`src/rtl/bit_mem_pkg.sv`:
```
// Shared constants and state encoding for the 32x1 bit memory loader.
package bit_mem_pkg;

    localparam int unsigned BIT_MEM_ADDR_W = 5;
    localparam int unsigned BIT_MEM_DEPTH  = 32;

    typedef enum logic [1:0] {
        IDLE   = 2'd0,
        WRITE  = 2'd1,
        VERIFY = 2'd2,
        DONE   = 2'd3
    } bit_mem_load_state_t;

endpackage

```
`src/rtl/bit_mem_loader.sv`:
```
// Serializes one accepted word into DEPTH single-bit memory writes, then pulses done.
// Optional readback pass enabled by BIT_MEM_LOADER_VERIFY_EN.
module bit_mem_loader
    import bit_mem_pkg::*;
#(
    parameter int unsigned ADDR_W    = BIT_MEM_ADDR_W,
    parameter int unsigned DEPTH     = BIT_MEM_DEPTH,
    parameter bit          LSB_FIRST = 1'b1
) (
    input  logic              clk,
    input  logic              rst,
    input  logic              in_valid,
    output logic              in_ready,
    input  logic [DEPTH-1:0]  in_word,
    output logic              mem_we,
    output logic [ADDR_W-1:0] mem_addr,
    output logic              mem_din,
`ifdef BIT_MEM_LOADER_VERIFY_EN
    input  logic              mem_dout,
    output logic              verify_err,
`endif
    output logic              busy,
    output logic              done
);

    localparam logic [ADDR_W-1:0] LAST = ADDR_W'(DEPTH - 1);

    bit_mem_load_state_t state_q, state_d;
    logic [ADDR_W-1:0]   count_q, count_d;
    logic [DEPTH-1:0]    word_q, word_d;
    logic                mem_we_d;
    logic [ADDR_W-1:0]   mem_addr_d;
    logic                mem_din_d;
    logic                done_d;
`ifdef BIT_MEM_LOADER_VERIFY_EN
    logic                err_q, err_d;
    logic                verify_err_d;
    logic                mismatch;
`endif

    // Bit of the word destined for address a, honouring bit ordering.
    function automatic logic word_bit(input logic [DEPTH-1:0] w, input logic [ADDR_W-1:0] a);
        logic [ADDR_W-1:0] idx;
        idx = LSB_FIRST ? a : (LAST - a);
        return w[idx];
    endfunction

    assign in_ready = (state_q == IDLE);
    assign busy     = (state_q != IDLE);

`ifdef BIT_MEM_LOADER_VERIFY_EN
    assign mismatch = (mem_dout != word_bit(word_q, count_q));
`endif

    always_comb begin
        state_d    = state_q;
        count_d    = count_q;
        word_d     = word_q;
        mem_we_d   = 1'b0;
        mem_addr_d = mem_addr;
        mem_din_d  = 1'b0;
        done_d     = 1'b0;
`ifdef BIT_MEM_LOADER_VERIFY_EN
        err_d        = err_q;
        verify_err_d = verify_err;
`endif
        case (state_q)
            IDLE: begin
                if (in_valid) begin
                    state_d    = WRITE;
                    word_d     = in_word;
                    count_d    = '0;
                    mem_we_d   = 1'b1;
                    mem_addr_d = '0;
                    mem_din_d  = word_bit(in_word, ADDR_W'(0));
`ifdef BIT_MEM_LOADER_VERIFY_EN
                    err_d        = 1'b0;
                    verify_err_d = 1'b0;
`endif
                end
            end
            // count_q always equals the address currently presented
            WRITE: begin
                if (count_q == LAST) begin
                    count_d = '0;
`ifdef BIT_MEM_LOADER_VERIFY_EN
                    state_d    = VERIFY;
                    mem_addr_d = '0;
`else
                    state_d    = DONE;
                    done_d     = 1'b1;
`endif
                end else begin
                    count_d    = count_q + ADDR_W'(1);
                    mem_we_d   = 1'b1;
                    mem_addr_d = count_d;
                    mem_din_d  = word_bit(word_q, count_d);
                end
            end
            VERIFY: begin
`ifdef BIT_MEM_LOADER_VERIFY_EN
                err_d = err_q | mismatch;
                if (count_q == LAST) begin
                    count_d      = '0;
                    state_d      = DONE;
                    done_d       = 1'b1;
                    verify_err_d = err_q | mismatch;
                end else begin
                    count_d    = count_q + ADDR_W'(1);
                    mem_addr_d = count_d;
                end
`else
                state_d = IDLE;
`endif
            end
            DONE: begin
                state_d = IDLE;
            end
            default: begin
                state_d = IDLE;
            end
        endcase
    end

    always_ff @(posedge clk) begin
        if (rst) begin
            state_q  <= IDLE;
            count_q  <= '0;
            word_q   <= '0;
            mem_we   <= 1'b0;
            mem_addr <= '0;
            mem_din  <= 1'b0;
            done     <= 1'b0;
`ifdef BIT_MEM_LOADER_VERIFY_EN
            err_q      <= 1'b0;
            verify_err <= 1'b0;
`endif
        end else begin
            state_q  <= state_d;
            count_q  <= count_d;
            word_q   <= word_d;
            mem_we   <= mem_we_d;
            mem_addr <= mem_addr_d;
            mem_din  <= mem_din_d;
            done     <= done_d;
`ifdef BIT_MEM_LOADER_VERIFY_EN
            err_q      <= err_d;
            verify_err <= verify_err_d;
`endif
        end
    end

endmodule

```
`config.mk`:
```
export PLATFORM = sky130hd
export DESIGN_NAME = bit_mem_loader
export DESIGN_NICKNAME = d
export VERILOG_FILES = /design/src/rtl/bit_mem_pkg.sv /design/src/rtl/bit_mem_loader.sv
export SDC_FILE = /design/constraint.sdc
export NUM_CORES = 1
export LEC_CHECK = 0
export ABC_AREA = 1
export BUFFER_PORTS_ARGS = -buffer_cell sky130_fd_sc_hd__buf_2
export CAP_MARGIN = 20
export CORE_MARGIN = 2
export CORE_UTILIZATION = 48
export DETAILED_ROUTE_END_ITERATION = 6
export PLACE_DENSITY = 0.72
export SLEW_MARGIN = 30
export SYNTH_ARGS = -nofsm -noshare
export SYNTH_HDL_FRONTEND = slang
export SYNTH_SLANG_ARGS = --single-unit
```
`constraint.sdc`:
```
create_clock -name clk -period 1.4 [get_ports clk]
set_input_delay 0.14 -clock clk [delete_from_list [all_inputs] [get_ports clk]]
set_output_delay 0.14 -clock clk [all_outputs]
set_load 0.005 [all_outputs]
```
Word level (Yosys, flattened, before mapping)

Index checks and enable logic that the tools add are counted.

Output and inout port bits: 10
Word-level logic and storage cells: 43
Latch bits: 0
Input port bits: 35
Register bits after elaboration: 47
Bits in writable memories: 0
Memory bits (read-only): 0
Memories kept: 0

Multiplexer cells: 17
Magnitude comparators: 1
Shift operators: 0
Add/subtract/negate cells: 1
Equal/unequal tests: 7
Divide/modulo/power cells: 0
Reductions and logical operators: 9
Bitwise gates (word level): 1
Multipliers: 0

Operator list:

| kind                                               | number |
|---|---|
| one-hot mux 5 bit (2 select lines)                 | 2 |
| 2-to-1 mux 5 bit                                   | 3 |
| < comparator 5 x 6 -> 1 bit, second input constant | 1 |
| 2-to-1 mux 1 bit                                   | 6 |
| inequality test 2 bit, second input constant       | 3 |
| one-hot mux 2 bit (3 select lines)                 | 1 |
| AND reduction 2 bit                                | 3 |
| adder 5 x 1 -> 5 bit, second input constant        | 1 |
| binary-select mux 1 bit (select 5 bit)             | 1 |
| == test 5 bit, second input constant               | 1 |
| == test 2 bit, second input constant               | 2 |
| 2-to-1 mux 2 bit                                   | 2 |
| one-hot mux 1 bit (2 select lines)                 | 2 |
| nonzero test 2 bit                                 | 2 |
| OR reduction 2 bit                                 | 2 |
| AND reduction 3 bit                                | 1 |
| == test 2 x 1 -> 1 bit, second input constant      | 1 |
| zero test 2 bit                                    | 1 |
| NOT 1 bit                                          | 1 |

Depth between registers and ports, before layout

Gate-level depths: netlist of the first run.

Depth in word-level cells: 5
Mapped depth: 12

Worst setup path before layout of the first run

OpenSTA, ideal clock, no wires.

Kind: flip-flop to flip-flop
Start point: register count_q[0]
End point: register mem_addr[4]
Stages on the path, launching flop included: 11
Slack: -0.016 ns
Arrival: 1.303 ns
Cells stage by stage: dfxtp_1 -> ha_1 -> nand2_1 -> nor2_1 -> ha_1 -> nor2_2 -> inv_2 -> nand2_1 -> inv_2 -> nor2_1 -> nor2_1

Word-level cells in the longest chain between the ends: 3
Elaborated cells between the ends (all ways): 6
Classes of those cells: 1 x add/sub; 2 x eq/ne; 2 x mux; 1 x reduce/logical

RTL lines:

| item                                                                             | line                                       | source |
|---|---|---|
| start: declaration                                                               | bit_mem_loader.sv:29                       | `logic [ADDR_W-1:0] count_q, count_d;` |
| start signal: assignment                                                         | bit_mem_loader.sv:140                      | `count_q <= count_d;` |
| adder 5 x 1 -> 5 bit / == test 5 bit (equally long branches)                     | bit_mem_loader.sv:94, bit_mem_loader.sv:84 |  |
| 2-to-1 mux 5 bit / inequality test 2 bit (equally long branches)                 | --                                         |  |
| one-hot mux 5 bit (2 select lines) / AND reduction 3 bit (equally long branches) | --                                         |  |
| end signal: assignment                                                           | bit_mem_loader.sv:143                      | `mem_addr <= mem_addr_d;` |
| end: declaration                                                                 | bit_mem_loader.sv:16                       | `output logic [ADDR_W-1:0] mem_addr,` |

Parallel ways exist; a longest one is shown, timed or not. The select of a mux whose other input is x is not followed.
A chain may end at the register's enable or synchronous reset.

Worst setup path in the final report of the first run

Start point: register count_q[1]
End point: register mem_addr[1]

Same word-level chain as after synthesis.

==> impl_results.md, run 1 <==
* Starting density of the core at 50.4%
* Worst-case headroom to the max-slew limit at 69.0%
* Transition time at the pin with the least slew margin at 0.464 ns
* Worst endpoint data arrival time at 1.71 ns
* Share of post-route cells with drive strength above 1 at 24.0%
* Antenna fix cells at 0
* Crit. End Element: flop
* Number of hold violations in the final report at 0
* Multiplexer fraction of the synthesized cell area at 0%
* Final estimated routing congestion in global placement at 0.877
* Hold Path Cell Cnt at 3
* Y dimension of the die at 69.0 um
* Post-synthesis share of cell area spent on xor and xnor gates at 1.66%
* Routed Antenna Nets at 0
* Final Cell Area at 2470 sq um
* Ys Warns at 0
* Drt first pass iters at 4
* Remaining DRCs at 0
* Post-place instance area at 2340 sq um
* Setup slack, reg-to-reg at -0.08 ns
* Initial antenna violation count at 0
* Total grt overflow at 0
* R2R depth at 10
* Net count reported at finish at 377
* Count of distinct cell types in the synthesized netlist at 19
* Placed cell count at 381
* Via count of the first global-routing pass at 1766
* Number of enable flip-flop cells after synthesis at 0
* TritonCTS clock tree: yes
* Async set-reset flop share out of synthesis at 0%
* Worst-case vdd ir drop at 0.590 mV
* Total CTS buffers at 5
* Max Transition Viols Final at 0
* Leakage power of the design at 1.14 nW
* Final non-filler cell total at 391
* Die width at 69.0 um
* Area of the core region at 4030 sq um
* Violated checks: setup timing
* Required time worst endpoint at 1.63 ns
* Mean instance size in the synthesized netlist at 7.05 sq um
* H-tree levels at 2
* Setup crit start kind: flop
* Maximum buffer depth of the clock tree at 2
* Combinational family with the most area after synthesis: simple AND/OR/NAND/NOR gates
* Area share of fa/ha/maj cells after synthesis at 1.23%
* Power density of the placed cells at 1100 nW/um^2
* Std-Cell Rows at 23
* Largest net degree at the start of global routing at 40
* Die ar. at 4770 sq um
* Area share of and/or/nand/nor cells after synthesis at 23.5%
* Shortest period the worst path allows at 1.48 ns
* Number of sinks driven by the clock tree at 47
* Wirelength per Cell at 11.0 um
* Worst-path clk slew at 0.08 ns
* Register bit count reported by yosys at 47
* Global-route wire length before repair at 7620 um
* Final worst setup slack at -0.0781 ns
* Half-perimeter wire length after detailed placement at 3130 um
* Area overhead of the layout relative to synthesis at 21.6%
* Synthesized netlist net count at 325
* Clock Tree Root: clkbuf_8
* Count of endpoints failing setup in the final report at 9
* Total wire length after detailed routing at 4300 um
* Vias at 1905
* Count of max-cap constraint violations at 0
* Most common cell after layout, fill and taps aside: nand2_1
* Main synth FF type: dfxtp_1
* Result of the run: complete, but fails checks
* Critical path peak fanout at 6
* Peak Freq at 0.677 GHz
* TNS Setup at -0.463 ns
* Port-buffer cells at 44
* Setup CP Type: flop to flop
* Final clock period utilization by the worst path at 106%
* Gate Count Post-Synth at 288
* Cell area after synthesis at 2030 sq um
* Count of boundary I/O pins at 45
* First DRT Iteration DRCs at 109
* Number of vias per cell after detailed routing at 4.87
* Worst hold path class: input pin to flop
* Max Clock Skew at 0.00587 ns
* Clk Latency, worst-skew pair at 0.29 ns
* Compound-Gate Fraction of Synth Area at 16.5%
* Total global-route track usage at 19.4%
* Commonest non-fill, non-tap cells in the layout: 49 x nand2_1, 45 x dfxtp_1, 44 x buf_2, 38 x nor2_1, 33 x a21oi_1
* Sequential-to-total area share from yosys stat at 46.3%
* RSZ-0062 raised after global routing: yes
[kinds of logic (layout without fill, tap and decap cells)]
kind of cell	Yosys count	count (layout)
AOI/OAI and AO/OA	67	67
buffers and inverters	51	104
adders and majority gates	2	2
and+or+nand+nor	118	118
xor gates and xnor gates	3	3
DFF	47	47
[where the power goes]
| part | internal, mW | switching, mW |
|---|---|---|
| Clock | 0.351 | 0.425 |
| Combinational | 0.198 | 0.282 |
| Sequential | 1.43 | 0.0328 |
| Total | 1.98 | 0.739 |
[Yosys cell counts, types with 2 or more instances]
cell type	n	area share [%]
nand2_1	51	9.4
dfxtp_1	47	46
nor2_1	41	7.6
a21oi_1	33	8.1
o21ai_1	32	7.9
inv_1	31	5.7
nand3_1	23	5.7
buf_2	7	1.7
inv_2	6	1.1
clkbuf_1	4	0.74
buf_6	2	1.1
ha_1	2	1.2
nor3_1	2	0.49
o21ai_0	2	0.49
[worst max-delay path: stages, from the launching register on]
cell and delay [ns]:
dfxtp_2 0.36, ha_4 0.16, nand2_1 0.05, nor2_1 0.09, ha_1 0.25, nor2_4 0.07
inv_2 0.06, nand2_1 0.07, inv_2 0.11, nand2_1 0.06, a21oi_1 0.12
[flip-flops by register name (all words and copies together), names as in the netlist]
register	cells
count_q	5
done	1
word_q	32
mem_we	1
mem_din	1
state_q	2
mem_addr	5
[final cells by class]
| class | count | area, sq um |
|---|---|---|
| Multi-Input combinational cell | 190 | 906 |
| Tap cell | 50 | 62.6 |
| Sequential cell | 47 | 943 |
| Fill cell | 404 | 1560 |
| Timing Repair Buffer | 59 | 337 |
| Inverter | 37 | 139 |
| Clock inverter | 1 | 5.00 |
| Clock buffer | 7 | 76.3 |
[stage by stage]
stage          hold slack (ns)  worst slack (ns)  total power [mW]  util (%)
2_1_floorplan            0.209            0.0111              1.80         -
3_3_place_gp             0.377           -0.0765              1.95      58.0
3_5_place_dp             0.382           -0.0986              1.96      58.0
4_1_cts                 0.0739           -0.0248              2.73      60.5
5_1_grt                 0.0772            -0.184              2.87      61.3
6_report                0.0802           -0.0781              2.72      61.3
[what timing repair did]
item / in CTS / in global routing
hold endpoints to repair: 0 / 0
setup buffers: 1 / 1
resized for setup: 4 / 7
hold buffers: 0 / 0
endpoints found under the setup margin: 9 / 30
pin swaps: 1 / 3
[worst paths after layout]
kind / endpoint / from
worst min register to register: word_q[28] / word_q[28]
worst max register to register: mem_addr[1] / count_q[1]
worst max-delay path: mem_addr[1] / count_q[1]
worst min-delay path: word_q[25] / in_word[25]
[metal layers]
metal / track usage, % / share of wire, % / wire [um]
met5: 0 / 0 / 0
met4: 5.88 / 1.3 / 55
met3: 4.53 / 5.6 / 239
met2: 30.4 / 44 / 1870
met1: 26.5 / 50 / 2130
Power figures use the tool's default switching activity.
==> run 2: changes to the inputs <==
--- a/config.mk
+++ b/config.mk
@@ -11,7 +11,7 @@
 export CORE_MARGIN = 2
 export CORE_UTILIZATION = 48
 export DETAILED_ROUTE_END_ITERATION = 6
-export PLACE_DENSITY = 0.72
+export PLACE_DENSITY = 0.75
 export SLEW_MARGIN = 30
 export SYNTH_ARGS = -nofsm -noshare
 export SYNTH_HDL_FRONTEND = slang
==> impl_results.md, run 2 (synthesis results as in run 1) <==
* Result of the run: complete, but fails checks
* Violated checks: setup timing
* Vias at 1957
* Remaining DRCs at 0
* Number of sinks driven by the clock tree at 47
* First DRT Iteration DRCs at 139
* Max reg flops at 32
* Antenna fix cells at 0
* Critical path peak fanout at 5
* Largest Register: word_q
* Clk Latency, worst-skew pair at 0.30 ns
* Commonest non-fill, non-tap cells in the layout: 48 x nand2_1, 45 x dfxtp_1, 44 x buf_2, 38 x nor2_1, 33 x o21ai_1
* Final estimated routing congestion in global placement at 0.867
* Share of post-route cells with drive strength above 1 at 29.2%
* Worst endpoint data arrival time at 1.67 ns
* H-tree levels at 2
* Worst hold path class: input pin to flop
* Clock Tree Root: clkbuf_8
* Std-Cell Rows at 23
* Worst stage delay on the critical path at 0.36 ns
* Peak Freq at 0.682 GHz
* Total CTS buffers at 5
* TNS Setup at -0.153 ns
* Number of vias per cell after detailed routing at 4.94
* Largest registers: word_q (32), count_q (5), mem_addr (5)
* Die width at 69.0 um
* Count of max-cap constraint violations at 0
* Most common cell after layout, fill and taps aside: nand2_1
* Via count of the first global-routing pass at 1820
* Setup CP Type: flop to flop
* Largest net degree at the start of global routing at 43
* TritonCTS clock tree: yes
* Worst-path clk slew at 0.08 ns
* Starting density of the core at 50.4%
* Post-layout total power at 2.87 mW
* Shortest period the worst path allows at 1.47 ns
* Routed Antenna Nets at 0
* Ordered list of cells on the worst path: ha_4, buf_6, xor2_4, nand3_2, nand3_2, nand2_1, nand2_1, nand3_1, nand2_1, inv_1
* Port-buffer cells at 44
* Drt first pass iters at 4
* Crit. End Element: flop
* Total grt overflow at 0
* Worst-case vdd ir drop at 0.732 mV
* Worst hold slack across all endpoints at 0.0674 ns
* Total global-route track usage at 20.3%
* Leakage power of the design at 1.18 nW
* Maximum buffer depth of the clock tree at 2
* Number of hold violations in the final report at 0
* Max Clock Skew at 0.00544 ns
* Max Transition Viols Final at 0
* Final core utilization at 65.7%
* RSZ-0062 raised after global routing: yes
* Slowest library cell on the worst path: dfxtp_4
* Y dimension of the die at 69.0 um
* Net count reported at finish at 382
* Global-route wire length before repair at 7940 um
* Transition time at the pin with the least slew margin at 0.496 ns
* Setup crit start kind: flop
* Required time worst endpoint at 1.61 ns
* Most prevalent standard cell on the critical path: nand2_1
* Worst-case headroom to the max-slew limit at 66.9%
* Total wire length after detailed routing at 4790 um
* Area overhead of the layout relative to synthesis at 30.3%
* Half-perimeter wire length after detailed placement at 3230 um
* Initial antenna violation count at 0
* Wirelength per Cell at 12.1 um
* Power density of the placed cells at 1090 nW/um^2
* Count of endpoints failing setup in the final report at 3
* Die ar. at 4770 sq um
* Area of the core region at 4030 sq um
* Final worst setup slack at -0.0654 ns
* Final clock period utilization by the worst path at 105%
* Count of boundary I/O pins at 45
* Count of filler cells inserted in the layout at 359
-- run 2: cell count changes in the layout (fill, tap and decap cells not counted), moves of 2 or more --
cell,previous run,this run
inv_4,0,2
nand3_1,23,15
nand3_2,0,8
clkbuf_8,5,7
buf_6,1,3
buf_4,14,16
-- run 2: final timing paths --
kind / start / to / slack [ns] / depth (start not counted)
worst max-delay path: count_q[0] / mem_din / -0.07 / 10
worst min-delay path: in_word[25] / word_q[25] / 0.07 / 3
worst max register to register: count_q[0] / mem_din / -0.07 / 10
worst min register to register: word_q[10] / word_q[10] / 0.46 / 2
-- run 2: worst max-delay path, delay by kind of cell (launching register included) --
family / cells / cell delay [ns]
and+or+nand+nor: 6 / 0.42
buffers and inverters: 2 / 0.17
DFF: 1 / 0.36
adders and majority gates: 1 / 0.17
xor gates and xnor gates: 1 / 0.25
-- run 2: layout make-up --
type                            instances  area [sq um]  area share, %
Sequential cell                        47           946           35.7
Clock buffer                            8           100           3.78
Timing Repair Buffer                   64           394           14.9
Multi-Input combinational cell        190          1000           37.8
Inverter                               37           144           5.44
Tap cell                               50          62.6           2.36
-- run 2: timing repair --
action                     in CTS  in global routing
pin swaps                       1                 15
hold buffers                    0                  0
setup endpoints to repair       6                 24
gates resized for setup         6                 28
buffers inserted                0                  1
-- run 2: power breakdown --
group	internal [mW]	switching, mW	total (mW)
clock	0.451	0.435	0.886
sequential	1.43	0.0333	1.46
combinational	0.217	0.308	0.526
-- run 2: layer usage --
metal	up-vias	global-route usage (%)	routed length [um]
met4	0	7.41	71
met1	878	26.2	2270
met2	43	32.6	2200
li1	1029	-	-
met3	7	5.41	249
met5	-	0	0
-- run 2: metrics by stage --
step                instance area (sq um)  instances  setup WS [ns]
floorplan                            2030        288         0.0111
global placement                     2390        387        -0.0479
detailed placement                   2390        387        -0.0812
CTS                                  2530        395        -0.0717
global route                         2650        396         -0.163
finish                               2650        396        -0.0654
==> run 3: changes to the inputs <==
--- a/config.mk
+++ b/config.mk
@@ -11,6 +11,7 @@
 export CORE_MARGIN = 2
 export CORE_UTILIZATION = 48
 export DETAILED_ROUTE_END_ITERATION = 6
+export MAX_ROUTING_LAYER = met4
 export PLACE_DENSITY = 0.75
 export SLEW_MARGIN = 30
 export SYNTH_ARGS = -nofsm -noshare
==> constraint.sdc (replaced) <==
create_clock -name clk -period 1.3 [get_ports clk]
set_input_delay 0.13 -clock clk [delete_from_list [all_inputs] [get_ports clk]]
set_output_delay 0.13 -clock clk [all_outputs]
set_load 0.005 [all_outputs]
==> impl_results.md, run 3 (synthesis results as in run 1) <==
* Result of the run: complete, but fails checks
* Violated checks: setup timing
* Family with the most delay on the worst path: simple AND/OR/NAND/NOR gates
* Max Transition Viols Final at 0
* Final estimated routing congestion in global placement at 0.981
* Worst-path clk slew at 0.09 ns
* Worst endpoint data arrival time at 1.73 ns
* Routed Antenna Nets at 0
* Final core utilization at 69.3%
* Post-layout total power at 3.33 mW
* Setup slack at placement at -0.182 ns
* Port-buffer cells at 44
* Power density of the placed cells at 1190 nW/um^2
* Die width at 69.0 um
* Maximum buffer depth of the clock tree at 2
* Area overhead of the layout relative to synthesis at 37.5%
* Net count reported at finish at 381
* H-tree levels at 2
* Final non-filler cell total at 395
* Transition time at the pin with the least slew margin at 0.490 ns
* TNS Setup at -1.10 ns
* Largest registers: word_q (32), count_q (5), mem_addr (5)
* Worst stage delay on the critical path at 0.37 ns
* Drt first pass iters at 4
* CTS hold repair buffers at 0
* Starting density of the core at 50.4%
* Critical path launch point: count_q[0]
* First DRT Iteration DRCs at 153
* Worst hold slack across all endpoints at 0.0612 ns
* Total wire length after detailed routing at 5390 um
* Std-Cell Rows at 23
* Total grt overflow at 0
* Crit. End Element: flop
* Ordered list of cells on the worst path: ha_4, xnor2_2, nand3_1, nand3_1, nand2_1, nand2_1, nand3_1, nand2_1, inv_1
* Commonest non-fill, non-tap cells in the layout: 44 x dfxtp_1, 44 x buf_2, 41 x nand2_1, 33 x o21ai_1, 29 x nor2_1
* Slowest library cell on the worst path: dfxtp_4
* Critical path peak fanout at 4
* Placed cell count at 383
* Number of sinks driven by the clock tree at 47
* Count of max-cap constraint violations at 0
* Number of vias per cell after detailed routing at 5.26
* Startpoint of the worst hold path: in_word[9]
* Critical path buffers and inverters at 1
* Setup CP Type: flop to flop
* Shortest period the worst path allows at 1.52 ns
* Die ar. at 4770 sq um
* Max reg flops at 32
* Total global-route track usage at 22.7%
* Launch instance of the worst register-to-register path: count_q[0]
* Vias at 2078
* Final clock period utilization by the worst path at 117%
* Remaining DRCs at 0
* Area of the core region at 4030 sq um
* Required time worst endpoint at 1.51 ns
* Worst-case headroom to the max-slew limit at 67.3%
* Post-place instance area at 2390 sq um
* RSZ-0062 raised after global routing: yes
* Half-perimeter wire length after detailed placement at 3440 um
* Number of hold violations in the final report at 0
* Clock Tree Root: clkbuf_8
* Peak Freq at 0.656 GHz
* Largest Register: word_q
* Clk Latency, worst-skew pair at 0.30 ns
* Largest net degree at the start of global routing at 39
* Final worst setup slack at -0.224 ns
* Count of boundary I/O pins at 45
* Worst hold path class: input pin to flop
* Via count of the first global-routing pass at 1885
* Setup crit start kind: flop
* Leakage power of the design at 1.26 nW
* Share of post-route cells with drive strength above 1 at 37.4%
* Y dimension of the die at 69.0 um
* Total CTS buffers at 5
* Global-route wire length before repair at 8590 um
* Final Cell Area at 2790 sq um
* Initial antenna violation count at 0
* Worst-case vdd ir drop at 0.653 mV
* Max Clock Skew at 0.00796 ns
* TritonCTS clock tree: yes
* Antenna fix cells at 0
* Wirelength per Cell at 13.7 um
* Count of endpoints failing setup in the final report at 12
## run 3: changes by cell type in the layout (fill, tap and decap cells not counted), moves of 2 or more
cell	before	now
nor2_1	38	29
nor2_2	1	9
a21oi_1	32	25
a21oi_2	1	8
nand2_1	48	41
buf_4	16	12
nand2_4	0	4
buf_6	3	6
nand2_2	3	6
inv_6	0	2
## run 3: path summary, 6_finish.rpt
kind,end,cells past startpoint,slack (ns)
min reg2reg,word_q[4],2,0.46
max,mem_din,9,-0.22
min,word_q[9],3,0.06
max reg2reg,mem_din,9,-0.22
## run 3: where the power goes
| group | internal (mW) | switching, mW | total [mW] |
|---|---|---|---|
| logic | 0.261 | 0.375 | 0.636 |
| clock network | 0.623 | 0.496 | 1.12 |
| registers | 1.54 | 0.0408 | 1.58 |
## run 3: layout make-up
| cell class | instances | area, sq um |
|---|---|---|
| clock buffer | 6 | 82.6 |
| clock inverter | 2 | 35.0 |
| fill | 332 | 1240 |
| inverter | 37 | 154 |
| multi-input combinational | 190 | 1110 |
| sequential | 47 | 950 |
| tap | 50 | 62.6 |
| timing repair buffer | 63 | 398 |
## run 3: layer usage
| layer | track usage, % | vias up | share of wire, % |
|---|---|---|---|
| met1 | 28.6 | 967 | 45 |
| li1 | - | 1027 | - |
| met5 | - | - | 0 |
| met4 | 9.37 | 0 | 2.5 |
| met2 | 36.0 | 69 | 48 |
| met3 | 4.24 | 15 | 4.8 |
## run 3: timing repair
action                                  4_1_cts  5_1_grt
gates resized for setup                      20       50
endpoints found under the setup margin       11       33
setup buffers                                 4        2
pin swaps                                    14       22
endpoints found under the hold margin         0        0
gates cloned                                  0        0
## run 3: worst reg2reg max path, stage by stage (launching register included)
cell and delay (ns):
dfxtp_4 0.37, ha_4 0.19, xnor2_2 0.30, nand3_1 0.16, nand3_1 0.12, nand2_1 0.06
nand2_1 0.06, nand3_1 0.06, nand2_1 0.06, inv_1 0.04
